### config.mk
export PLATFORM = sky130hd
export DESIGN_NAME = uart_regs
export DESIGN_NICKNAME = d
export VERILOG_FILES = /design/src/rtl/uart_regs.sv
export SDC_FILE = /design/constraint.sdc
export NUM_CORES = 1
export LEC_CHECK = 0
export CAP_MARGIN = 20
export CORE_MARGIN = 2
export CORE_UTILIZATION = 34
export CTS_CLUSTER_DIAMETER = 200
export DETAILED_ROUTE_END_ITERATION = 12
export PLACE_DENSITY = 0.55
export SYNTH_ARGS = -nofsm -noshare
export SYNTH_HDL_FRONTEND = slang
export SYNTH_SLANG_ARGS = --single-unit
### constraint.sdc
create_clock -name clk -period 4.5 [get_ports clk]
set_input_delay 1.35 -clock clk [delete_from_list [all_inputs] [get_ports clk]]
set_output_delay 1.35 -clock clk [all_outputs]
set_load 0.02 [all_outputs]
### src/rtl/uart_regs.sv
// 8N1 UART on the lisp_core register bus: DATA (TX write / RX read) and STATUS.
// Define UART_RX_FIFO_EN for a 4-entry RX FIFO instead of a single holding register.
module uart_regs #(
    parameter int CLKS_PER_BIT = 434,
    parameter int BASE_INDEX   = 8
) (
    input  logic        clk,
    input  logic        reset_n,
    input  logic [6:0]  register_index,
    input  logic        register_read,
    input  logic        register_write,
    input  logic [15:0] register_write_value,
    output logic [15:0] register_read_value,
    output logic        uart_tx,
    input  logic        uart_rx
);

    localparam int CW = $clog2(CLKS_PER_BIT);
    localparam logic [CW-1:0] TICK_LAST = CW'(CLKS_PER_BIT - 1);
    localparam logic [CW-1:0] TICK_HALF = CW'(CLKS_PER_BIT / 2 - 1);
    localparam logic [CW-1:0] CNT_ONE   = CW'(1);
    localparam logic [6:0]    DATA_IDX  = 7'(BASE_INDEX);
    localparam logic [6:0]    STAT_IDX  = 7'(BASE_INDEX + 1);

    typedef enum logic [1:0] {
        S_IDLE,
        S_START,
        S_DATA,
        S_STOP
    } state_t;

    logic w_data_sel;
    logic w_stat_sel;
    logic w_unused;

    assign w_data_sel = (register_index == DATA_IDX);
    assign w_stat_sel = (register_index == STAT_IDX);
    assign w_unused   = ^register_write_value[15:8];

    // ---------------- TX ----------------
    state_t        r_tx_state;
    state_t        w_tx_next;
    logic [CW-1:0] r_tx_cnt;
    logic [2:0]    r_tx_bit;
    logic [7:0]    r_tx_shift;
    logic          r_tx;
    logic          w_tx_tick;
    logic          w_tx_load;
    logic          w_tx_busy;

    assign w_tx_tick = (r_tx_cnt == TICK_LAST);
    assign w_tx_busy = (r_tx_state != S_IDLE);
    // A write landing on the final stop-bit cycle chains straight into the next frame
    assign w_tx_load = register_write && w_data_sel &&
                       ((r_tx_state == S_IDLE) ||
                        (r_tx_state == S_STOP && w_tx_tick));
    assign uart_tx   = r_tx;

    always_comb begin
        w_tx_next = r_tx_state;
        case (r_tx_state)
            S_IDLE:  if (w_tx_load) w_tx_next = S_START;
            S_START: if (w_tx_tick) w_tx_next = S_DATA;
            S_DATA:  if (w_tx_tick && r_tx_bit == 3'd7) w_tx_next = S_STOP;
            S_STOP: begin
                if (w_tx_load)      w_tx_next = S_START;
                else if (w_tx_tick) w_tx_next = S_IDLE;
            end
            default: w_tx_next = S_IDLE;
        endcase
    end

    always_ff @(posedge clk) begin
        if (!reset_n) begin
            r_tx_state <= S_IDLE;
            r_tx_cnt   <= '0;
            r_tx_bit   <= 3'd0;
            r_tx_shift <= 8'h00;
            r_tx       <= 1'b1;
        end else begin
            r_tx_state <= w_tx_next;
            if (w_tx_load) begin
                r_tx_shift <= register_write_value[7:0];
                r_tx_cnt   <= '0;
                r_tx_bit   <= 3'd0;
                r_tx       <= 1'b0;
            end else if (r_tx_state != S_IDLE) begin
                if (w_tx_tick) begin
                    r_tx_cnt <= '0;
                    case (r_tx_state)
                        S_START: r_tx <= r_tx_shift[0];
                        S_DATA: begin
                            r_tx_shift <= {1'b0, r_tx_shift[7:1]};
                            r_tx_bit   <= r_tx_bit + 3'd1;
                            r_tx       <= (r_tx_bit == 3'd7) ? 1'b1 : r_tx_shift[1];
                        end
                        default: r_tx <= 1'b1;
                    endcase
                end else begin
                    r_tx_cnt <= r_tx_cnt + CNT_ONE;
                end
            end
        end
    end

    // ---------------- RX ----------------
    logic          r_rx_s1;
    logic          r_rx_s2;
    logic          r_rx_d;
    state_t        r_rx_state;
    state_t        w_rx_next;
    logic [CW-1:0] r_rx_cnt;
    logic [2:0]    r_rx_bit;
    logic [7:0]    r_rx_shift;
    logic          w_rx_fall;
    logic          w_rx_tick;
    logic          w_rx_half;
    logic          w_push;

    assign w_rx_fall = r_rx_d & ~r_rx_s2;
    assign w_rx_tick = (r_rx_cnt == TICK_LAST);
    assign w_rx_half = (r_rx_cnt == TICK_HALF);
    assign w_push    = (r_rx_state == S_STOP) && w_rx_tick && r_rx_s2;

    always_comb begin
        w_rx_next = r_rx_state;
        case (r_rx_state)
            S_IDLE:  if (w_rx_fall) w_rx_next = S_START;
            S_START: if (w_rx_half) w_rx_next = r_rx_s2 ? S_IDLE : S_DATA;
            S_DATA:  if (w_rx_tick && r_rx_bit == 3'd7) w_rx_next = S_STOP;
            S_STOP:  if (w_rx_tick) w_rx_next = S_IDLE;
            default: w_rx_next = S_IDLE;
        endcase
    end

    always_ff @(posedge clk) begin
        if (!reset_n) begin
            r_rx_s1    <= 1'b1;
            r_rx_s2    <= 1'b1;
            r_rx_d     <= 1'b1;
            r_rx_state <= S_IDLE;
            r_rx_cnt   <= '0;
            r_rx_bit   <= 3'd0;
            r_rx_shift <= 8'h00;
        end else begin
            r_rx_s1    <= uart_rx;
            r_rx_s2    <= r_rx_s1;
            r_rx_d     <= r_rx_s2;
            r_rx_state <= w_rx_next;
            if (r_rx_state == S_IDLE || w_rx_tick ||
                (r_rx_state == S_START && w_rx_half))
                r_rx_cnt <= '0;
            else
                r_rx_cnt <= r_rx_cnt + CNT_ONE;
            if (r_rx_state == S_START)
                r_rx_bit <= 3'd0;
            if (r_rx_state == S_DATA && w_rx_tick) begin
                r_rx_shift <= {r_rx_s2, r_rx_shift[7:1]};
                r_rx_bit   <= r_rx_bit + 3'd1;
            end
        end
    end

    // ---------------- RX storage ----------------
    logic       w_pop;
    logic       w_stat_rd;
    logic       w_rx_valid;
    logic       w_rx_full;
    logic [7:0] w_rx_head;
    logic       w_push_ok;
    logic       r_ovr;

    assign w_pop     = register_read && w_data_sel && w_rx_valid;
    assign w_stat_rd = register_read && w_stat_sel;
    assign w_push_ok = w_push && (!w_rx_full || w_pop);

`ifdef UART_RX_FIFO_EN
    logic [7:0] r_mem [4];
    logic [1:0] r_wp;
    logic [1:0] r_rp;
    logic [2:0] r_cnt;

    assign w_rx_valid = (r_cnt != 3'd0);
    assign w_rx_full  = (r_cnt == 3'd4);
    assign w_rx_head  = r_mem[r_rp];

    always_ff @(posedge clk) begin
        if (w_push_ok)
            r_mem[r_wp] <= r_rx_shift;
    end

    always_ff @(posedge clk) begin
        if (!reset_n) begin
            r_wp  <= 2'd0;
            r_rp  <= 2'd0;
            r_cnt <= 3'd0;
        end else begin
            if (w_push_ok) r_wp <= r_wp + 2'd1;
            if (w_pop)     r_rp <= r_rp + 2'd1;
            case ({w_push_ok, w_pop})
                2'b10:   r_cnt <= r_cnt + 3'd1;
                2'b01:   r_cnt <= r_cnt - 3'd1;
                default: r_cnt <= r_cnt;
            endcase
        end
    end
`else
    logic [7:0] r_hold;
    logic       r_hold_v;

    assign w_rx_valid = r_hold_v;
    assign w_rx_full  = r_hold_v;
    assign w_rx_head  = r_hold;

    always_ff @(posedge clk) begin
        if (!reset_n) begin
            r_hold   <= 8'h00;
            r_hold_v <= 1'b0;
        end else if (w_push_ok) begin
            r_hold   <= r_rx_shift;
            r_hold_v <= 1'b1;
        end else if (w_pop) begin
            r_hold_v <= 1'b0;
        end
    end
`endif

    // A fresh overrun outranks a simultaneous STATUS-read clear
    always_ff @(posedge clk) begin
        if (!reset_n)
            r_ovr <= 1'b0;
        else if (w_push && w_rx_full && !w_pop)
            r_ovr <= 1'b1;
        else if (w_stat_rd)
            r_ovr <= 1'b0;
    end

    always_comb begin
        register_read_value = 16'h0000;
        if (w_data_sel)
            register_read_value = {8'h00, w_rx_valid ? w_rx_head : 8'h00};
        else if (w_stat_sel)
            register_read_value = {13'd0, r_ovr, w_rx_valid, w_tx_busy};
    end

endmodule

After elaboration in Yosys (flattened, before gate mapping) --
Cells that the tools add are included.
Word-level totals: register bits after elaboration 58, input port bits 28, output and inout port bits 17, word-level logic and storage cells 111
Operators by class: $add $sub $neg 4, equality and inequality tests 21, muxes and demuxes 31, bitwise gates (word level) 3, reductions and logical operators 37
Operators with widths (number):
- $mux W8 | 6
- $mux W2 | 10
- $add A9 B1 Y9 const B | 2
- $eq A9 B9 Y1 const B | 2
- $pmux W2 S4 | 2
- $logic_and A1 B1 Y1 | 15
- $eq A7 B4 Y1 const B | 2
- $ne A2 B2 Y1 const B | 7
- $reduce_bool A2 Y1 | 7
- $eq A9 B8 Y1 const B | 1
- $mux W3 | 3
- $mux W9 | 1
- $eq A2 B2 Y1 const B | 4
- $mux W1 | 8
- $reduce_and A4 Y1 | 2
- $add A3 B1 Y3 const B | 2
- $eq A3 B3 Y1 const B | 2
- $reduce_and A3 Y1 | 2
- $eq A2 B1 Y1 const B | 2
- $logic_not A2 Y1 | 2
- $logic_or A1 B1 Y1 | 4
- $reduce_or A2 Y1 | 2
- $ne A3 B3 Y1 const B | 1
- $logic_not A1 Y1 | 2
- other kinds (4) | 5

Depth between registers and ports, before layout --
Gate-level depths: netlist of the first run.
depth in word-level cells 6, depth in mapped cells 7, gate-level depth less buffers 6

Worst setup path before layout of the first run --
No wires, ideal clock.
path kind input -> output, start input port register_index[1], end output port register_read_value[3], arrival time 2653 ps, data required time 3150 ps, path slack 497 ps, stages 4, path buffers 0, path through or4b_4 > or3_4 > nor3_4 > and2_1
On the way: longest elaborated chain between the ends 2
Ends and longest elaborated chain:
- start: declaration | RTL line 9 | input logic [6:0] register_index,
- $eq A7 B4 Y1 | RTL line 36 | assign w_data_sel = (register_index == DATA_IDX);
- $mux W8 | RTL line 240 | if (w_data_sel)
- end: declaration | RTL line 13 | output logic [15:0] register_read_value,
Every way passes these cells.

Worst setup path after layout of the first run --
start input port register_index[1], end output port register_read_value[0]
On the way: longest elaborated chain between the ends 3, elaborated cells on any way between the ends 4, those cells by class eq/ne (2); mux (2)
Ends and longest elaborated chain:
- $eq A7 B4 Y1 | RTL line 37 | assign w_stat_sel = (register_index == STAT_IDX);
- $mux W3 | RTL line 242 | else if (w_stat_sel)
- $mux W8 (*) | RTL line 240
Mark *: on every way between the ends. The rest lies on a longest branch, timed or not.

==> reports/qor.csv, run 1 <==
stage;metric;value;unit
critical_path;crit path from;register_index[1];
floorplan;Row Count;34;
sta;Max Clock Skew;12.3;ps
critical_path;crit start category;input pin;
sta;setup_tns;0;ps
logic_synthesis;area leader, netlist;dfxtp_1;
grt;initial antenna violation count;0;
power;Power, Total;1.06;mW
drt;DR DRC count;0;
final_layout;Antenna Cells;0;
power;register share of total power;0.495;
final_layout;layout net count;409;
logic_synthesis;Post-Synth Simple-Gate Area;0.244;
flow_run;Max Cap Viol;0;
logic_synthesis;Netlist Area Pre-Place;3010;µm²
drt;total number of vias;2356;
power;P_int;0.763;mW
logic_synthesis;Cells after Synth;335;
clock_tree;CTS tree;yes;
placed_design;post-place setup slack;-518;ps
logic_synthesis;post-synthesis mux area share;0.0866;
logic_synthesis;Syn Area/Cell;8.97;µm²
critical_path;slowest stage delay, CP;480;ps
clock_tree;htree depth;3;
critical_path;R2R depth;5;
critical_path;CP arrival;3090;ps
final_layout;layout cells sized above 1;0.116;
power;Sw Ratio;0.283;
clock_tree;CTS root buf;clkbuf_8;
sta;Final Max Slew Viols;0;
critical_path;Worst R2R Setup Slack;2230;ps
drt;first-pass iteration count of the detailed router;4;
critical_path;CP Cell Sequence;dlygate4sd2_1 -> or4b_4 -> or3_4 -> buf_4 -> nor2_1 -> dlygate4sd2_1;
clock_tree;Clock Path Buffers;2;
sta;RSZ-0062 raised after global routing;false;
floorplan;chip width;98.0;µm
critical_path;Worst Path Max Fanout;4;
sta;total count of hold-check failures in the final report;0;
critical_path;critical setup path kind;in -> out;
critical_path;WP data required;3150;ps
min_path;hold path cells;1;
placed_design;Routability Congestion;0.751;
placed_design;PortBufs;28;
logic_synthesis;largest family of logic cells by synthesized area;simple AND/OR/NAND/NOR gates;
drt;final WL;6.24;mm
critical_path;Worst R2R Start;r_tx_state[0]$_SDFFE_PN0P_;
power;power share of the clock group;0.412;
sta;Fin Hold WS;413;ps
status;status;finished clean;
sta;Slew @ Worst Pin;880;ps
floorplan;die height;98.0;µm
critical_path;reg-to-reg endpoint;r_tx_shift[0]$_SDFFE_PN0P_;
power;leak pwr;1.32;nW
logic_synthesis;Primary FF master, synth;dfxtp_1;
grt;number of global-route vias before repair;2307;
sta;Setup WS post-layout;57.9;ps
placed_design;placed wire-length estimate;4.39;mm
logic_synthesis;top post-synthesis cells by area;dfxtp_1 (39%), mux2i_1 (8.7%), ha_1 (5.8%);
clock_tree;Num Clock Sinks;58;
sta;Final setup viols;0;
sta;max_slew headroom;0.410;
critical_path;Slowest cell on crit path;or4b_4;
floorplan;IO Pins;45;
grt;total track usage;0.138;
drt;vias per cell;4.91;
power;sw power;0.301;mW
floorplan;total die area;9610;µm²
sta;Final period util;0.987;
power;Comb pwr share;0.093;
power;maximum VDD drop;0.141;mV
final_layout;Layout Cells excl Fill;480;
clock_tree;clk_lat worst skew;350;ps
critical_path;Worst setup EP type;output pin;
logic_synthesis;sequential area share after synthesis;0.386;
grt;largest net degree at the start of global routing;25;
logic_synthesis;EDFF count, synth;0;
drt;Starting DRT DRC Count;67;
floorplan;initial core utilization;0.348;
final_layout;Layout area overhead;17.9;%
drt;Routed Antenna Nets;0;
logic_synthesis;ys async rst share;0;
logic_synthesis;xor/xnor cell area share of the yosys netlist;0.0466;
logic_synthesis;Distinct cells, synth;53;
logic_synthesis;Synth top area share;0.386;
logic_synthesis;Post-synth top cells;dfxtp_1 (58), nor2_1 (39), nand2_1 (36), mux2i_1 (26);
critical_path;Critical Path Most Common Cell;dlygate4sd2_1;
logic_synthesis;top-count cell post-synth;dfxtp_1;
placed_design;Post-Place Cells;462;
min_path;HP Start;r_rx_s1$_SDFF_PN1_;
clock_tree;# hold bufs at CTS;0;
min_path;Worst Hold End;r_rx_s2$_SDFF_PN1_;
logic_synthesis;adder-cell area share of the yosys netlist;0.0583;
logic_synthesis;synthesized flop and latch total;58;
floorplan;core area;8640;µm²
logic_synthesis;Compound-Gate Fraction of Synth Area;0.113;
drt;routed len/inst;13.0;µm
clock_tree;CTS buffer count;9;
min_path;Min-Delay Path Class;reg -> reg;
sta;Tmin final;4440;ps
grt;Overflow after GRT;0;
clock_tree;clock-pin slew on the worst setup and hold paths;70;ps
logic_synthesis;Ys Warns;0;
grt;first-pass GRT wire length;10.7;mm
sta;Max Clk Rate;225;MHz
power;PD cells;301;nW/µm²
layout by cell type (no fill, tap or decap), types with 4 or more instances in the layout:
master / count
a21oi_1: 15
nand3_1: 10
o21ai_0: 6
nor2_1: 39
clkdlybuf4s50_1: 16
xor2_1: 9
dlygate4sd2_1: 4
nand2b_1: 5
inv_1: 15
o31ai_1: 9
conb_1: 8
buf_4: 7
nor3_1: 4
clkbuf_8: 9
dfxtp_1: 58
ha_1: 14
xnor2_1: 7
nor2b_1: 4
nand2_1: 36
mux2i_1: 26
nand4_1: 5
registers in the layout (all words and copies together), names as in the netlist, named ones only:
signal and cells:
r_ovr 1, r_tx_bit 3, r_hold_v 1, r_hold 8, r_rx_bit 3, r_tx_state 2, r_rx_d 1, uart_tx 1
r_rx_shift 8, r_rx_s2 1, r_tx_shift 8, r_rx_state 1, r_rx_cnt 9, r_tx_cnt 9, r_rx_s1 1
layout make-up:
class,instances,area [µm²]
Tap cell,108,135
Inverter,15,56.3
Clock inverter,7,53.8
Fill cell,895,5090
Multi-Input combinational cell,247,1690
Sequential cell,58,1160
Timing Repair Buffer,36,327
Clock buffer,9,124
worst max-delay path by stage:
| stage | to | slack (ps) | depth (start not counted) |
|---|---|---|---|
| after floorplan | register_read_value[3] | 500 | 4 |
| after global placement | register_read_value[7] | -510 | 6 |
| after detailed placement | register_read_value[4] | -520 | 6 |
| after CTS | register_read_value[7] | 10 | 7 |
| after global routing | register_read_value[2] | 1 | 6 |
| final | register_read_value[0] | 60 | 6 |
power by group through the flow:
stage	clock network [mW]	registers [mW]	logic (mW)
2_1_floorplan	0	0.537	0.0729
3_5_place_dp	0	0.538	0.100
3_3_place_gp	0	0.538	0.0999
4_1_cts	0.453	0.527	0.101
5_1_grt	0.479	0.528	0.111
6_report	0.439	0.527	0.0991
critical path, delay by kind of cell:
family | cells | cell delay [ps]
buffers and inverters | 3 | 750
AND/OR/NAND/NOR | 3 | 990
cells by family after synthesis:
family / Yosys count
buffers and inverters: 37
XOR/XNOR: 16
flip-flops: 58
AND/OR/NAND/NOR: 133
adder cells (fa/ha/maj): 14
multiplexers: 26
other: 1
AO/OA/AOI/OAI: 50
layer usage:
metal / track usage / wire length, µm / vias up
met5: 0 / 0 / -
met4: 0.0545 / 107 / 0
met3: 0.0422 / 239 / 10
met2: 0.230 / 2890 / 35
met1: 0.167 / 3000 / 1097
li1: - / - / 1214
stage by stage:
| step | area [µm²] | util |
|---|---|---|
| floorplan | 3030 | - |
| global placement | 3360 | 0.389 |
| detailed placement | 3360 | 0.389 |
| CTS | 3540 | 0.410 |
| global route | 3540 | 0.410 |
| finish | 3540 | 0.410 |
repair_timing:
| action | in CTS | in global routing |
|---|---|---|
| setup buffers | 2 | 0 |
| pin swaps | 3 | 1 |
| endpoints found under the setup margin | 8 | 4 |
| resized for setup | 36 | 1 |
(Power assumes the default switching activity.)
==> run 2, diff against run 1 <==
- GPL_ROUTABILITY_DRIVEN: default -> 0
==> results of run 2 <==
No change in the layout: final DEF, timing and power equal those of run 1.
==> run 3, diff against run 2 <==
- CTS_BUF_LIST: default -> sky130_fd_sc_hd__clkbuf_2
==> run 3 against run 2 <==
Die area unchanged; sequential power about the same; via count about the same; sequential share of layout area increased by 0.75 points; clock-buffer cell count unchanged; first-iteration DRC count increased by 33%; critical path type unchanged; critical endpoint unchanged; largest cell class unchanged.
==> reports/qor.csv, run 3 (synthesis gave the netlist of run 1 again) <==
stage;metric;value;unit;change
status;status;finished clean;;unchanged
final_layout;leading cell type in the layout, fill and taps excluded;dfxtp_1;;unchanged
final_layout;Reg area;1160;µm²;unchanged
final_layout;Antenna Cells;0;;unchanged
sta;Final period util;0.988;;was 0.987
floorplan;total die area;9610;µm²;unchanged
sta;Slew @ Worst Pin;885;ps;was 880 ps
floorplan;chip width;98.0;µm;unchanged
sta;RSZ-0062 raised after global routing;false;;unchanged
placed_design;PortBufs;28;;unchanged
drt;final WL;6.27;mm;was 6.24 mm
final_layout;biggest regs;r_rx_cnt: 9 flops, r_tx_cnt: 9 flops;;unchanged
drt;DR DRC count;0;;unchanged
critical_path;Worst setup EP type;output pin;;unchanged
power;PD cells;268;nW/µm²;was 301 nW/µm²
sta;setup_tns;0;ps;unchanged
final_layout;layout cells sized above 1;0.116;;unchanged
drt;first-pass iteration count of the detailed router;4;;unchanged
sta;Final setup viols;0;;unchanged
grt;Overflow after GRT;0;;unchanged
drt;Routed Antenna Nets;0;;unchanged
floorplan;die height;98.0;µm;unchanged
clock_tree;htree depth;3;;unchanged
floorplan;IO Pins;45;;unchanged
flow_run;Max Cap Viol;0;;unchanged
sta;Final Max Slew Viols;0;;unchanged
critical_path;crit start category;input pin;;unchanged
final_layout;Layout area overhead;15.2;%;was 17.9%
floorplan;Row Count;34;;unchanged
final_layout;layout net count;409;;unchanged
clock_tree;CTS buffer count;9;;unchanged
grt;total track usage;0.138;;unchanged
clock_tree;# hold bufs at CTS;0;;unchanged
sta;Max Clock Skew;23.1;ps;was 12.3 ps
power;leak pwr;1.30;nW;was 1.32 nW
drt;routed len/inst;13.1;µm;was 13.0 µm
drt;Starting DRT DRC Count;89;;was 67
sta;max_slew headroom;0.407;;was 0.410
clock_tree;CTS tree;yes;;unchanged
final_layout;final core utilization;0.401;;was 0.410
min_path;Min-Delay Path Class;reg -> reg;;unchanged
critical_path;WP data required;3150;ps;about the same
sta;Tmin final;4450;ps;was 4440 ps
grt;largest net degree at the start of global routing;25;;unchanged
clock_tree;Clock Path Buffers;2;;unchanged
critical_path;Worst R2R Setup Slack;2210;ps;was 2230 ps
final_layout;most frequent cells in the layout;dfxtp_1 (58), nor2_1 (39), nand2_1 (36);;unchanged
grt;first-pass GRT wire length;10.7;mm;about the same
floorplan;core area;8640;µm²;unchanged
final_layout;Fill cells;898;;was 895
drt;vias per cell;4.91;;about the same
critical_path;critical setup path kind;in -> out;;unchanged
critical_path;Worst Path Max Fanout;4;;unchanged
critical_path;CP arrival;3100;ps;was 3090 ps
sta;Max Clk Rate;225;MHz;about the same
sta;total count of hold-check failures in the final report;0;;unchanged
clock_tree;clock-pin slew on the worst setup and hold paths;190;ps;was 70 ps
drt;total number of vias;2357;;was 2,356
clock_tree;Num Clock Sinks;58;;unchanged
floorplan;initial core utilization;0.348;;unchanged
placed_design;placed wire-length estimate;4.39;mm;unchanged
final_layout;area occupied by multi-input gates;1690;µm²;unchanged
grt;number of global-route vias before repair;2292;;was 2,307
clock_tree;CTS root buf;clkbuf_2;;was clkbuf_8
power;maximum VDD drop;0.150;mV;was 0.141 mV
clock_tree;clk_lat worst skew;510;ps;was 350 ps
grt;initial antenna violation count;0;;unchanged
run 3: changes by cell type in the layout (fill, tap and decap cells not counted):
cell / before / now
clkbuf_8: 9 / 0
clkbuf_2: 0 / 9
run 3: worst paths after layout:
path / start / to / depth (start not counted)
setup / recovery: register_index[1] / register_read_value[0] / 6
hold / removal: r_rx_s1$_SDFF_PN1_ / r_rx_s2$_SDFF_PN1_ / 1
setup reg to reg: r_tx_state[0]$_SDFFE_PN0P_ / r_tx_shift[0]$_SDFFE_PN0P_ / 5
hold reg to reg: r_rx_s1$_SDFF_PN1_ / r_rx_s2$_SDFF_PN1_ / 1
run 3: repair_timing:
| item | in CTS | in global routing |
|---|---|---|
| endpoints found under the hold margin | 0 | 0 |
| setup endpoints to repair | 8 | 4 |
| pin swaps | 3 | 1 |
| setup buffers | 2 | 0 |
| resized for setup | 36 | 1 |
run 3: final cells by class:
class / instances / area share
clock inverters: 7 / 0.0155
clock buffers: 9 / 0.0130
well taps: 108 / 0.0390
flip-flops and latches: 58 / 0.335
repair buffers: 36 / 0.0943
inverters: 15 / 0.0163
multi-input cells: 247 / 0.487
run 3: through the flow:
step / cell area (µm²) / hold WS (ps) / total power [mW] / worst slack [ps] / std cells
floorplan: 3030 / 386 / 0.610 / 497 / 342
global placement: 3360 / 397 / 0.638 / -513 / 462
detailed placement: 3360 / 397 / 0.639 / -518 / 462
CTS: 3460 / 441 / 0.945 / 14.5 / 480
global route: 3460 / 450 / 0.978 / 1.26 / 480
finish: 3460 / 435 / 0.929 / 54.6 / 480
run 3: routing by layer:
metal | vias to the layer above | part of all wire | wire, µm | global-route usage
met3 | 6 | 0.036 | 224 | 0.0465
met2 | 32 | 0.47 | 2920 | 0.230
met4 | 0 | 0.012 | 73 | 0.0513
met5 | - | 0 | 0 | 0
li1 | 1218 | - | - | -
met1 | 1101 | 0.49 | 3050 | 0.165
run 3: critical path: stages:
cell           delay (ps)
dlygate4sd2_1         240
or4b_4                480
or3_4                 420
buf_4                 170
nor2_1                 90
dlygate4sd2_1         350
run 3: power by group:
part | internal [mW] | switching [mW] | leakage [nW]
logic | 0.0411 | 0.0582 | 0.774
registers | 0.521 | 0.00738 | 0.468
clock network | 0.0756 | 0.226 | 0.0549
